$ cat src/rtl/quant_pkg.sv
// Shared types and constants for the quantised accumulator-to-ReLU sequencer.
// Holds the drain FSM state encoding and the capture mode values.
`timescale 1ns/1ps
package quant_pkg;

  typedef enum logic {
    ST_IDLE  = 1'b0,
    ST_DRAIN = 1'b1
  } state_t;

  localparam logic MODE_BURST  = 1'b0;
  localparam logic MODE_SINGLE = 1'b1;

endpackage

$ cat src/rtl/quant_ch_bank.sv
// N_CH x Pa holding bank for one captured channel set.
// Loads all channels in one cycle and presents the channel chosen by the read index.
`timescale 1ns/1ps
module quant_ch_bank
  import quant_pkg::*;
#(
  parameter int Pa    = 8,
  parameter int N_CH  = 4,
  parameter int SEL_W = $clog2(N_CH)
) (
  input  logic                 clk,
  input  logic                 rst,
  input  logic                 i_load,
  input  logic [N_CH*Pa-1:0]   i_data,
  input  logic [SEL_W-1:0]     i_rd_idx,
  output logic [Pa-1:0]        o_rd_data
);

  logic [Pa-1:0] r_bank [N_CH];

  always_ff @(posedge clk or posedge rst) begin
    if (rst) begin
      for (int k = 0; k < N_CH; k++) begin
        r_bank[k] <= '0;
      end
    end else if (i_load) begin
      for (int k = 0; k < N_CH; k++) begin
        r_bank[k] <= i_data[k*Pa +: Pa];
      end
    end
  end

  assign o_rd_data = r_bank[i_rd_idx];

endmodule

$ cat src/rtl/quant_seq_mux.sv
// Captures a full accumulator channel set and drains it to ReLU over valid/ready,
// either every channel in order (burst) or one selected channel (single).
`timescale 1ns/1ps
module quant_seq_mux
  import quant_pkg::*;
#(
  parameter int Pa    = 8,
  parameter int N_CH  = 4,
  parameter int SEL_W = $clog2(N_CH)
) (
  input  logic                 clk,
  input  logic                 rst,
  input  logic [N_CH*Pa-1:0]   in_data,
  input  logic                 in_valid,
  output logic                 in_ready,
  input  logic                 mode,
  input  logic [SEL_W-1:0]     sel,
  output logic [Pa-1:0]        out_data,
  output logic [SEL_W-1:0]     out_ch,
  output logic                 out_valid,
  output logic                 out_last,
  input  logic                 out_ready,
  output logic                 busy
);

  localparam logic [SEL_W-1:0] LAST_CH = SEL_W'(N_CH - 1);

  state_t           r_state;
  state_t           w_stateNext;
  logic [SEL_W-1:0] r_cnt;
  logic [SEL_W-1:0] w_cntNext;
  logic             r_mode;
  logic             w_modeNext;

  logic             w_capture;
  logic             w_xfer;
  logic [SEL_W:0]   w_selWide;
  logic [SEL_W-1:0] w_selClamp;

  // Widened compare keeps the clamp meaningful when N_CH is not a power of two.
  assign w_selWide  = {1'b0, sel};
  assign w_selClamp = (w_selWide >= (SEL_W+1)'(N_CH)) ? LAST_CH : sel;

  assign out_valid = (r_state == ST_DRAIN);
  assign busy      = (r_state == ST_DRAIN);
  assign out_ch    = r_cnt;
  assign out_last  = (r_state == ST_DRAIN) && (r_mode || (r_cnt == LAST_CH));
  assign w_xfer    = out_valid && out_ready;
  // Accepting on the last beat gives zero-bubble chaining of sets.
  assign in_ready  = (r_state == ST_IDLE) || (w_xfer && out_last);
  assign w_capture = in_valid && in_ready;

  quant_ch_bank #(
    .Pa    (Pa),
    .N_CH  (N_CH),
    .SEL_W (SEL_W)
  ) u_bank (
    .clk       (clk),
    .rst       (rst),
    .i_load    (w_capture),
    .i_data    (in_data),
    .i_rd_idx  (r_cnt),
    .o_rd_data (out_data)
  );

  always_ff @(posedge clk or posedge rst) begin
    if (rst) begin
      r_state <= ST_IDLE;
      r_cnt   <= '0;
      r_mode  <= MODE_BURST;
    end else begin
      r_state <= w_stateNext;
      r_cnt   <= w_cntNext;
      r_mode  <= w_modeNext;
    end
  end

  always_comb begin
    w_stateNext = r_state;
    w_cntNext   = r_cnt;
    w_modeNext  = r_mode;
    if (w_capture) begin
      w_stateNext = ST_DRAIN;
      w_modeNext  = mode;
      w_cntNext   = (mode == MODE_SINGLE) ? w_selClamp : '0;
    end else if (w_xfer && !out_last) begin
      w_cntNext   = r_cnt + SEL_W'(1);
    end else if (w_xfer) begin
      w_stateNext = ST_IDLE;
    end
  end

endmodule

$ cat config.mk
export PLATFORM = sky130hd
export DESIGN_NAME = quant_seq_mux
export DESIGN_NICKNAME = d
export VERILOG_FILES = /design/src/rtl/quant_pkg.sv /design/src/rtl/quant_ch_bank.sv /design/src/rtl/quant_seq_mux.sv
export SDC_FILE = /design/constraint.sdc
export NUM_CORES = 1
export LEC_CHECK = 0
export BUFFER_PORTS_ARGS = -buffer_cell sky130_fd_sc_hd__buf_2
export CAP_MARGIN = 20
export CORE_MARGIN = 5
export CORE_UTILIZATION = 31
export CTS_CLUSTER_SIZE = 24
export DETAILED_ROUTE_END_ITERATION = 6
export PLACE_DENSITY = 0.5
export SYNTH_ARGS = -nofsm -noshare
export SYNTH_HDL_FRONTEND = slang
export SYNTH_SLANG_ARGS = --single-unit
$ cat constraint.sdc
create_clock -name clk -period 1.8 [get_ports clk]
set_input_delay 0.27 -clock clk [delete_from_list [all_inputs] [get_ports clk]]
set_output_delay 0.27 -clock clk [all_outputs]
set_load 0.05 [all_outputs]
==> flow_summary.yaml, run 1 <==
critical_path:
  cp-end-kind: "output port"
  path_depth: 3
  worstPathRequired_ns: 1.53
  crit_buf_inv: 2
  r2r_setup_slack_ns: 0.12
  criticalPathCategory: "register to output port"
  cp-start-kind: "register"
  slowest_stage: "mux4_2"
  cp_max_fo: 11
  crit_chain: "buf_12, mux4_2, buf_6"
  timing.rr.start: "out_ch[0]"
  slowest_delay_ns: 0.51
  cp_top_family: "multiplexers"
  critPathArrivalTime_ns: 1.51
  timing.rr.end: "out_ch[0]"
  rr_worst_depth: 6
sta:
  slew_viol_final: 0
  setup_viol_count_final: 0
  rsz0062_at_grt: "yes"
  max_clock_freq_mhz: 561.8
  relSlewSlack_pct: 69.29
  whs_ns: 0.07734
  fin_crit_ns: 1.780
  worst_clock_skew_ns: 0.009067
  final.period_utilization_pct: 98.89
  worstMarginPinSlew_ns: 0.4607
  hold_viol: 0
  fin_ws_ns: 0.01992
clocking:
  cts_hold_buf: 0
  clk_pin_slew_worst_paths_ns: 0.08
  cts-root-buf: "clkbuf_8"
  cts_sinks: 36
  numCtsBuffers: 5
  cts_max_path_buffers: 2
  cts_tree: "yes"
  cts_max_level: 2
  clk-insertion-delay-late_ns: 0.29
power_and_ir_drop:
  powerDensity_nw_per_um2: 2204
  ir_drop_v: 0.0007768
  power_leakage_nw: 1.083
routing:
  top_layer_used: "met4"
  antenna_left: 0
  drc: 0
  dr_wl_met2_um: 1953
  first_iter_violations: 32
  drt-pass1-iter-count: 4
  dr_wl_met3_um: 173
  drt_wl_total_um: 3712
  wl_per_cell_um: 15.80
  vias: 1067
  wl_met1_um: 1532
  via_per_inst: 4.540
yosys:
  ys_warn_count: 0
  seq_area_frac_synth_pct: 51.25
  syn-num-nets: 143
  synthCells: 103
  synthesis.area_um2: 1758
  ys_seq_elements: 36
  synthDistinctLibCells: 23
  avgSynthCellArea_um2: 17.07
place:
  post-place-cells: 226
  gp_congestion: 0.6591
  place_hpwl_um: 2787
  portBuffers: 52
  pre_cts_slack_ns: 0.1901
outcome:
  status: "finished, final reports clean"
final_layout:
  layout.cells.non_filler: 235
  drive_gt1_share_pct: 69.94
  n_antenna_cell: 0
  nFillCells: 531
  post-route-util_pct: 42.01
  final_cell_mix: "buf_2, dfrtp_1, mux2_4, buf_6, mux4_2"
  fin_nets: 202
  mostFrequentLayoutCell: "buf_2"
  syn2layout_area_growth_pct: 31.60
floorplan:
  placementRows: 27
  start_util_pct: 31.92
  ios: 53
  core_area_um2: 5507
  die_y_um: 85.31
  die_w_um: 85.31
  dieArea_um2: 7277
flow_run:
  cap_violations: 0
grt:
  antenna_found_initial: 0
  grt_pass1_wl_um: 6078
  grt_use_total_pct: 10.71
  grt_pass1_vias: 1199
  overflow: 0
  grt_max_degree: 37
hold_path:
  min_path_type: "input port to async pin"
==> synthesized netlist by cell type (all sizes together) <==
| cell type | number | share of area (%) |
|---|---|---|
| dfrtp | 36 | 51 |
| mux2 | 33 | 27 |
| mux4 | 8 | 10 |
| buf | 7 | 4.5 |
| inv | 3 | 0.64 |
| a21oi | 2 | 0.57 |
| nand2b | 2 | 0.71 |
| nor2 | 2 | 0.43 |
| a21boi | 1 | 0.64 |
| a221oi | 1 | 0.50 |
| a311oi | 1 | 0.50 |
| a31oi | 1 | 0.36 |
| ha | 1 | 0.71 |
| nand2 | 1 | 0.21 |
| nor2b | 1 | 0.36 |
| nor3b | 1 | 0.43 |
| o21ai | 1 | 0.50 |
| o22ai | 1 | 0.36 |
==> final cells by class <==
class	instances	area (um2)	share of cell area [%]
clock buffer	5	68.82	2.975
inverter	3	11.26	0.4867
multi-input combinational	57	779.5	33.69
clock inverter	3	42.54	1.839
timing repair buffer	59	417.9	18.06
sequential	36	903.4	39.05
tap	72	90.09	3.894
==> what timing repair did <==
action	CTS	global route
gates cloned	0	0
endpoints found under the hold margin	0	0
buffers inserted	1	0
endpoints found under the setup margin	8	9
gates resized for setup	21	5
pin swaps	0	1
==> worst min-delay path: cells and delay by family <==
family,cells,cell delay (ns)
buffers and inverters,3,0.53
==> state kept, by name, indices dropped and copies added (netlist names) <==
register / cells
out_ch: 2
r_mode: 1
u_bank.r_bank: 32
busy: 1
==> power by group <==
part	total, mW	switching (mW)	internal (mW)
Clock	0.702	0.292	0.410
Sequential	1.48	0.257	1.22
Combinational	2.92	1.48	1.44
Total	5.10	2.03	3.07
==> layer usage <==
metal	global-route usage (%)	vias to the layer above
met1	12.64	541
met5	0	-
met3	3.204	4
met2	18.15	26
li1	-	496
met4	4.317	0
==> metrics by stage <==
stage | cell area (um2) | TNS, ns | power (mW)
global route | 2313 | -0.2065 | 5.368
floorplan | 1763 | 0 | 3.546
CTS | 2300 | -0.01400 | 5.141
finish | 2313 | 0 | 5.100
global placement | 2112 | 0 | 3.996
detailed placement | 2112 | 0 | 4.066
==> how the worst max path moves through the flow <==
stage	start	slack, ns	endpoint
floorplan	out_ch[1]	0.03	out_data[0]
global placement	out_ch[0]	0.25	out_ch[0]
detailed placement	out_ch[0]	0.19	out_ch[0]
CTS	out_ch[0]	-0.01	out_data[7]
global route	out_ch[1]	-0.03	out_data[4]
finish	out_ch[0]	0.02	out_data[7]
==> cell families (layout without fill, tap and decap cells) <==
logic type               count (synthesis)  count (layout)  share of synthesized area, %
AND/OR/NAND/NOR                          7               7                         2.135
flip-flops                              36              36                         51.25
multiplexers                            41              41                         37.37
AO/OA/AOI/OAI                            8               8                         3.417
buffers and inverters                   10              70                         5.125
adder cells (fa/ha/maj)                  1               1                        0.7116
No activity file was read; power rests on OpenSTA's default activity.
==> inputs of run 2 (changes only) <==
--- a/config.mk
+++ b/config.mk
@@ -14,4 +14,5 @@
 export PLACE_DENSITY = 0.5
 export SYNTH_ARGS = -nofsm -noshare
 export SYNTH_HDL_FRONTEND = slang
+export SYNTH_HIERARCHICAL = 1
 export SYNTH_SLANG_ARGS = --single-unit
==> run 2 against run 1 <==
  * Critical path depth did not move
  * Setup slack worse by 0.0037 ns
  * Sequential cell count is the same
  * Clock-buffer cell count rose by 2
  * Global-route usage shrank 0.31 points
  * Cell area is 5.0% lower
==> flow_summary.yaml, run 2 <==
grt:
  grt_max_degree: 33
  grt_pass1_wl_um: 5789
  overflow: 0
  antenna_found_initial: 0
  grt_pass1_vias: 1182
  grt_use_total_pct: 10.40
sta:
  fin_ws_ns: 0.01621
  relSlewSlack_pct: 72.98
  final.period_utilization_pct: 99.10
  whs_ns: 0.2137
  setup_viol_count_final: 0
  slew_viol_final: 0
  fin_crit_ns: 1.784
  hold_viol: 0
  max_clock_freq_mhz: 560.6
  worstMarginPinSlew_ns: 0.4053
  rsz0062_at_grt: "yes"
  worst_clock_skew_ns: 0.005254
routing:
  vias: 1025
  dr_wl_met3_um: 179
  first_iter_violations: 29
  dr_wl_met2_um: 1706
  drt-pass1-iter-count: 4
  drc: 0
  antenna_left: 0
  via_per_inst: 4.457
  wl_per_cell_um: 14.44
  wl_met1_um: 1417
  top_layer_used: "met4"
  drt_wl_total_um: 3322
final_layout:
  final_cell_area_um2: 2197
  final_cell_mix: "buf_2, dfrtp_1, mux2_2, buf_6, mux4_2"
  drive_gt1_share_pct: 68.75
  largest_reg_flops: 32
  nFillCells: 509
  n_antenna_cell: 0
  fin_nets: 199
  largest_register: "u_bank/r_bank"
  mostFrequentLayoutCell: "buf_2"
  syn2layout_area_growth_pct: 33.23
clocking:
  clk-insertion-delay-late_ns: 0.28
  cts-root-buf: "clkbuf_8"
  cts_max_level: 2
  cts_sinks: 36
  cts_max_path_buffers: 2
  cts_tree: "yes"
  numCtsBuffers: 5
  clk_pin_slew_worst_paths_ns: 0.07
yosys:
  synth_area_leaders: "dfrtp_1, mux2_2, mux4_2"
  yosys.area.top_type: "dfrtp_1"
  yosysTopAreaCellShare_pct: 54.63
  synth_commonest_cells: "dfrtp_1, mux2_2, mux4_2, buf_6"
  synth-xor-area-share_pct: 0.5311
  synth_ff_type: "dfrtp_1"
  synth_most_common_cell: "dfrtp_1"
  avgSynthCellArea_um2: 16.66
  ys_warn_count: 6
  synthDistinctLibCells: 18
  synth_compound_area_share_pct: 2.124
  syn-num-nets: 139
  yosys.area_share.simple_pct: 1.821
  seq_area_frac_synth_pct: 54.63
  synthesis.area_um2: 1649
  synthMuxAreaShare_pct: 35.51
  synthCells: 99
  ys_seq_elements: 36
  synth_edf_count: 0
  async_reset_ff_share_pct: 100.0
  synth_fa_ha_area_share_pct: 0.7587
  synth_top_family_by_area: "multiplexers"
critical_path:
  timing.rr.start: "out_ch[0]"
  slowest_stage: "mux4_2"
  slowest_delay_ns: 0.52
  worstPathRequired_ns: 1.53
  cp-endpoint: "out_data[1]"
  crit_chain: "buf_12, mux4_2, buf_6"
  cp-start-kind: "register"
  criticalPathCategory: "register to output port"
  cp-end-kind: "output port"
  timing.rr.end: "u_bank/r_bank[19]"
  critPathArrivalTime_ns: 1.51
  cp_max_fo: 8
  startpoint: "out_ch[0]"
  r2r_setup_slack_ns: 0.14
  rr_worst_depth: 6
place:
  portBuffers: 52
  gp_congestion: 0.7914
  dpl_cell_area_um2: 2018
  pre_cts_slack_ns: 0.1647
  place_hpwl_um: 2607
hold_path:
  hp-start: "in_valid"
  min_path_type: "input port to register"
power_and_ir_drop:
  power_leakage_nw: 0.9701
  finalPower_mw: 4.611
  ir_drop_v: 0.0007939
  powerDensity_nw_per_um2: 2099
floorplan:
  core_area_um2: 5140
  ios: 53
  die_y_um: 82.94
  dieArea_um2: 6878
  die_w_um: 82.94
  placementRows: 26
  start_util_pct: 32.08
flow_run:
  cap_violations: 0
outcome:
  status: "finished, final reports clean"
==> run 2: changes by cell type after synthesis, moves of 3 or more <==
cell / change
buf_6: +4
mux2_1: +3
mux2_2: +24
mux2_4: -27
mux2i_1: +3
==> run 2: repair_timing <==
action                     CTS  global route
hold endpoints to repair     4             0
resized for setup           15             3
gates cloned                 0             0
hold buffers                 1             0
buffers inserted             1             1
setup endpoints to repair    7             9
==> run 2: per-layer routing <==
layer | vias to the layer above | track usage, %
met5 | - | 0
li1 | 479 | -
met3 | 5 | 3.861
met1 | 508 | 12.55
met2 | 33 | 17.71
met4 | 0 | 2.229
==> run 2: worst min-delay path by stage <==
stage                                    to  slack, ns  depth (start not counted)
after floorplan                        busy       0.04                          1
after global placement                 busy       0.17                          2
after detailed placement               busy       0.19                          2
after CTS                              busy       0.19                          2
after global routing      u_bank/r_bank[29]       0.20                          2
final                                  busy       0.21                          2
==> run 2: kinds of logic after synthesis <==
family	count (synthesis)
simple gates	5
buf+inv	9
fa+ha+maj	1
mux	44
flops	36
compound gates	3
xor+xnor	1
==> run 2: area by class of cell <==
class / count / area [um2] / area share, %
clock buffers: 7 / 86.33 / 3.929
multi-input cells: 54 / 694.4 / 31.61
inverters: 2 / 7.507 / 0.3417
repair buffers: 60 / 410.4 / 18.68
clock inverters: 1 / 7.507 / 0.3417
well taps: 70 / 87.58 / 3.986
flip-flops and latches: 36 / 903.4 / 41.12
==> run 2: critical path, delay by kind of cell (launching register included) <==
| family | cells | cell delay (ns) |
|---|---|---|
| mux | 1 | 0.52 |
| buf+inv | 2 | 0.31 |
| flops | 1 | 0.39 |
==> run 2: report_power, final <==
group | total [mW] | internal [mW] | switching (mW)
Sequential | 1.45 | 1.22 | 0.233
Combinational | 2.58 | 1.20 | 1.38
Clock | 0.579 | 0.311 | 0.269
==> run 2: through the flow <==
stage,setup TNS [ns],utilization [%],std cells
2_1_floorplan,0,-,99
3_3_place_gp,0,39.26,219
3_5_place_dp,0,39.26,219
4_1_cts,-0.01440,42.41,229
5_1_grt,-0.2064,42.75,230
6_report,0,42.75,230
==> inputs of run 3 (changes only) <==
--- a/config.mk
+++ b/config.mk
@@ -5,10 +5,13 @@
 export SDC_FILE = /design/constraint.sdc
 export NUM_CORES = 1
 export LEC_CHECK = 0
+export ABC_AREA = 1
+export ABC_CLOCK_PERIOD_IN_PS = 1800
 export BUFFER_PORTS_ARGS = -buffer_cell sky130_fd_sc_hd__buf_2
 export CAP_MARGIN = 20
 export CORE_MARGIN = 5
 export CORE_UTILIZATION = 31
+export CTS_BUF_LIST = sky130_fd_sc_hd__clkbuf_4 sky130_fd_sc_hd__clkbuf_8
 export CTS_CLUSTER_SIZE = 24
 export DETAILED_ROUTE_END_ITERATION = 6
 export PLACE_DENSITY = 0.5
==> run 3 against run 2 <==
  * Hold slack got worse by 0.023 ns
  * Cell area up 2.7%
  * Sequential power fell by 7%
  * Die area rose by 7.2%
  * Clock power up 6.4%
  * Sequential cell count did not move
  * First-iteration DRC count grew 140%
  * Utilization down 2.0 points
  * Via count rose by 53%
  * Critical path depth is 1 higher
  * Register-to-register slack improved by 0.03 ns
  * Synthesized cell count rose by 140%
  * Largest cell class unchanged
  * Highest routed layer unchanged
==> flow_summary.yaml, run 3 <==
clocking:
  clk-insertion-delay-late_ns: 0.28
  cts-root-buf: "clkbuf_8"
  clk_pin_slew_worst_paths_ns: 0.07
  cts_tree: "yes"
  numCtsBuffers: 5
  cts_max_path_buffers: 2
  cts_max_level: 2
  cts_sinks: 36
yosys:
  ys_warn_count: 6
  yosys.area.top_type: "dfrtp_1"
  async_reset_ff_share_pct: 100.0
  synth_edf_count: 0
  ys_seq_elements: 36
  synth_ff_type: "dfrtp_1"
  avgSynthCellArea_um2: 7.528
  synthesis.area_um2: 1784
  syn-num-nets: 277
  seq_area_frac_synth_pct: 50.49
  synthCells: 237
  yosysTopAreaCellShare_pct: 50.49
  synthDistinctLibCells: 17
  synth_area_leaders: "dfrtp_1, nand2_1, o21ai_0"
  synth_most_common_cell: "nand2_1"
  synth_commonest_cells: "nand2_1, inv_1, dfrtp_1, o21ai_0, nand3_1"
sta:
  hold_viol: 0
  relSlewSlack_pct: 71.89
  worst_clock_skew_ns: 0.006663
  fin_ws_ns: 0.07818
  setup_viol_count_final: 0
  slew_viol_final: 0
  fin_setup_tns_ns: 0
  fin_crit_ns: 1.722
  rsz0062_at_grt: "yes"
  worstMarginPinSlew_ns: 0.4216
  max_clock_freq_mhz: 580.8
  final.period_utilization_pct: 95.66
floorplan:
  dieArea_um2: 7373
  core_area_um2: 5540
  start_util_pct: 32.20
  placementRows: 27
  die_w_um: 85.87
  die_y_um: 85.87
  ios: 53
final_layout:
  nFillCells: 617
  largest_register: "u_bank/r_bank"
  largest_reg_flops: 32
  drive_gt1_share_pct: 26.03
  final_cell_mix: "nand2_1, buf_2, inv_1, dfrtp_1, o21ai_0"
  mostFrequentLayoutCell: "nand2_1"
  fin_nets: 331
  n_antenna_cell: 0
  syn2layout_area_growth_pct: 26.51
critical_path:
  criticalPathCategory: "register to output port"
  cp-start-kind: "register"
  worstPathRequired_ns: 1.53
  cp-end-kind: "output port"
  critPathArrivalTime_ns: 1.45
  cp_max_fo: 6
place:
  pre_cts_slack_ns: 0.1364
  gp_congestion: 0.7307
  place_hpwl_um: 3297
  portBuffers: 52
grt:
  grt_use_total_pct: 12.94
  antenna_found_initial: 0
  grt_max_degree: 35
  overflow: 0
  grt_pass1_vias: 1660
  grt_pass1_wl_um: 7665
power_and_ir_drop:
  power_leakage_nw: 1.242
  powerDensity_nw_per_um2: 2067
  ir_drop_v: 0.0009467
  finalPower_mw: 4.666
routing:
  first_iter_violations: 69
  drt-pass1-iter-count: 4
  via_per_inst: 4.308
  vias: 1568
  drc: 0
  drt_wl_total_um: 4338
  wl_per_cell_um: 11.92
  antenna_left: 0
flow_run:
  cap_violations: 0
hold_path:
  min_path_type: "input port to register"
outcome:
  status: "finished, final reports clean"
-- run 3: changes by cell type after synthesis, moves of 8 or more --
cell     delta
inv_1      +39
nand2_1    +84
mux4_2      -8
mux2_2     -29
nand3_1    +18
o21ai_0    +32
-- run 3: final cells by class --
cell class	instances	area, um2	area share, %
Sequential cell	36	902.1	39.97
Timing Repair Buffer	59	346.6	15.35
Clock buffer	8	97.59	4.324
Inverter	44	176.4	7.816
Multi-Input combinational cell	145	644.4	28.55
Tap cell	72	90.09	3.991
-- run 3: worst paths after layout --
path	from	end	slack (ns)	depth (start not counted)
max	out_ch[0]	in_ready	0.08	4
min	in_data[24]	u_bank/r_bank[0]	0.19	3
max reg2reg	out_ch[0]	u_bank/r_bank[18]	0.17	8
min reg2reg	u_bank/r_bank[19]	u_bank/r_bank[19]	0.53	2
max in group asynchronous	rst	u_bank/r_bank[10]	0.87	4
min in group asynchronous	rst	r_mode	0.41	3
-- run 3: worst max-delay path, stage by stage, from the launching register on --
cell,delay (ns)
dfrtp_2,0.46
ha_1,0.24
nor2_4,0.16
o21ai_2,0.08
buf_2,0.22
-- run 3: stage by stage --
step	hold WS [ns]	cells	util, %	instance area [um2]
after floorplan	0.03601	237	-	1792
after global placement	0.1723	354	37.94	2102
after detailed placement	0.1764	354	37.94	2102
after CTS	0.1898	363	40.42	2240
after global routing	0.1889	364	40.74	2257
final	0.1908	364	40.74	2257
-- run 3: repair_timing --
action | 4_1_cts | 5_1_grt
setup endpoints to repair | 8 | 9
hold buffers | 1 | 0
gates resized for setup | 11 | 3
buffers inserted | 0 | 1
endpoints found under the hold margin | 4 | 0
-- run 3: routing by layer --
layer,global-route usage [%],wire length [um],vias up
met2,20.67,2017,32
met5,0,0,-
met3,3.554,244,5
met4,3.453,38,0
li1,-,-,823
met1,17.21,2037,708
-- run 3: cell families after synthesis --
group | after synthesis | share of synthesized area (%)
AOI/OAI and AO/OA | 33 | 9.256
adders and majority gates | 1 | 0.7012
buffers and inverters | 56 | 13.75
DFF | 36 | 50.49
and+or+nand+nor | 111 | 25.81
-- run 3: power by group --
group          switching, mW  internal (mW)  total (mW)
clock network          0.274          0.342       0.616
logic                   1.92          0.786        2.70
registers              0.149           1.20        1.35
total                   2.34           2.33        4.67
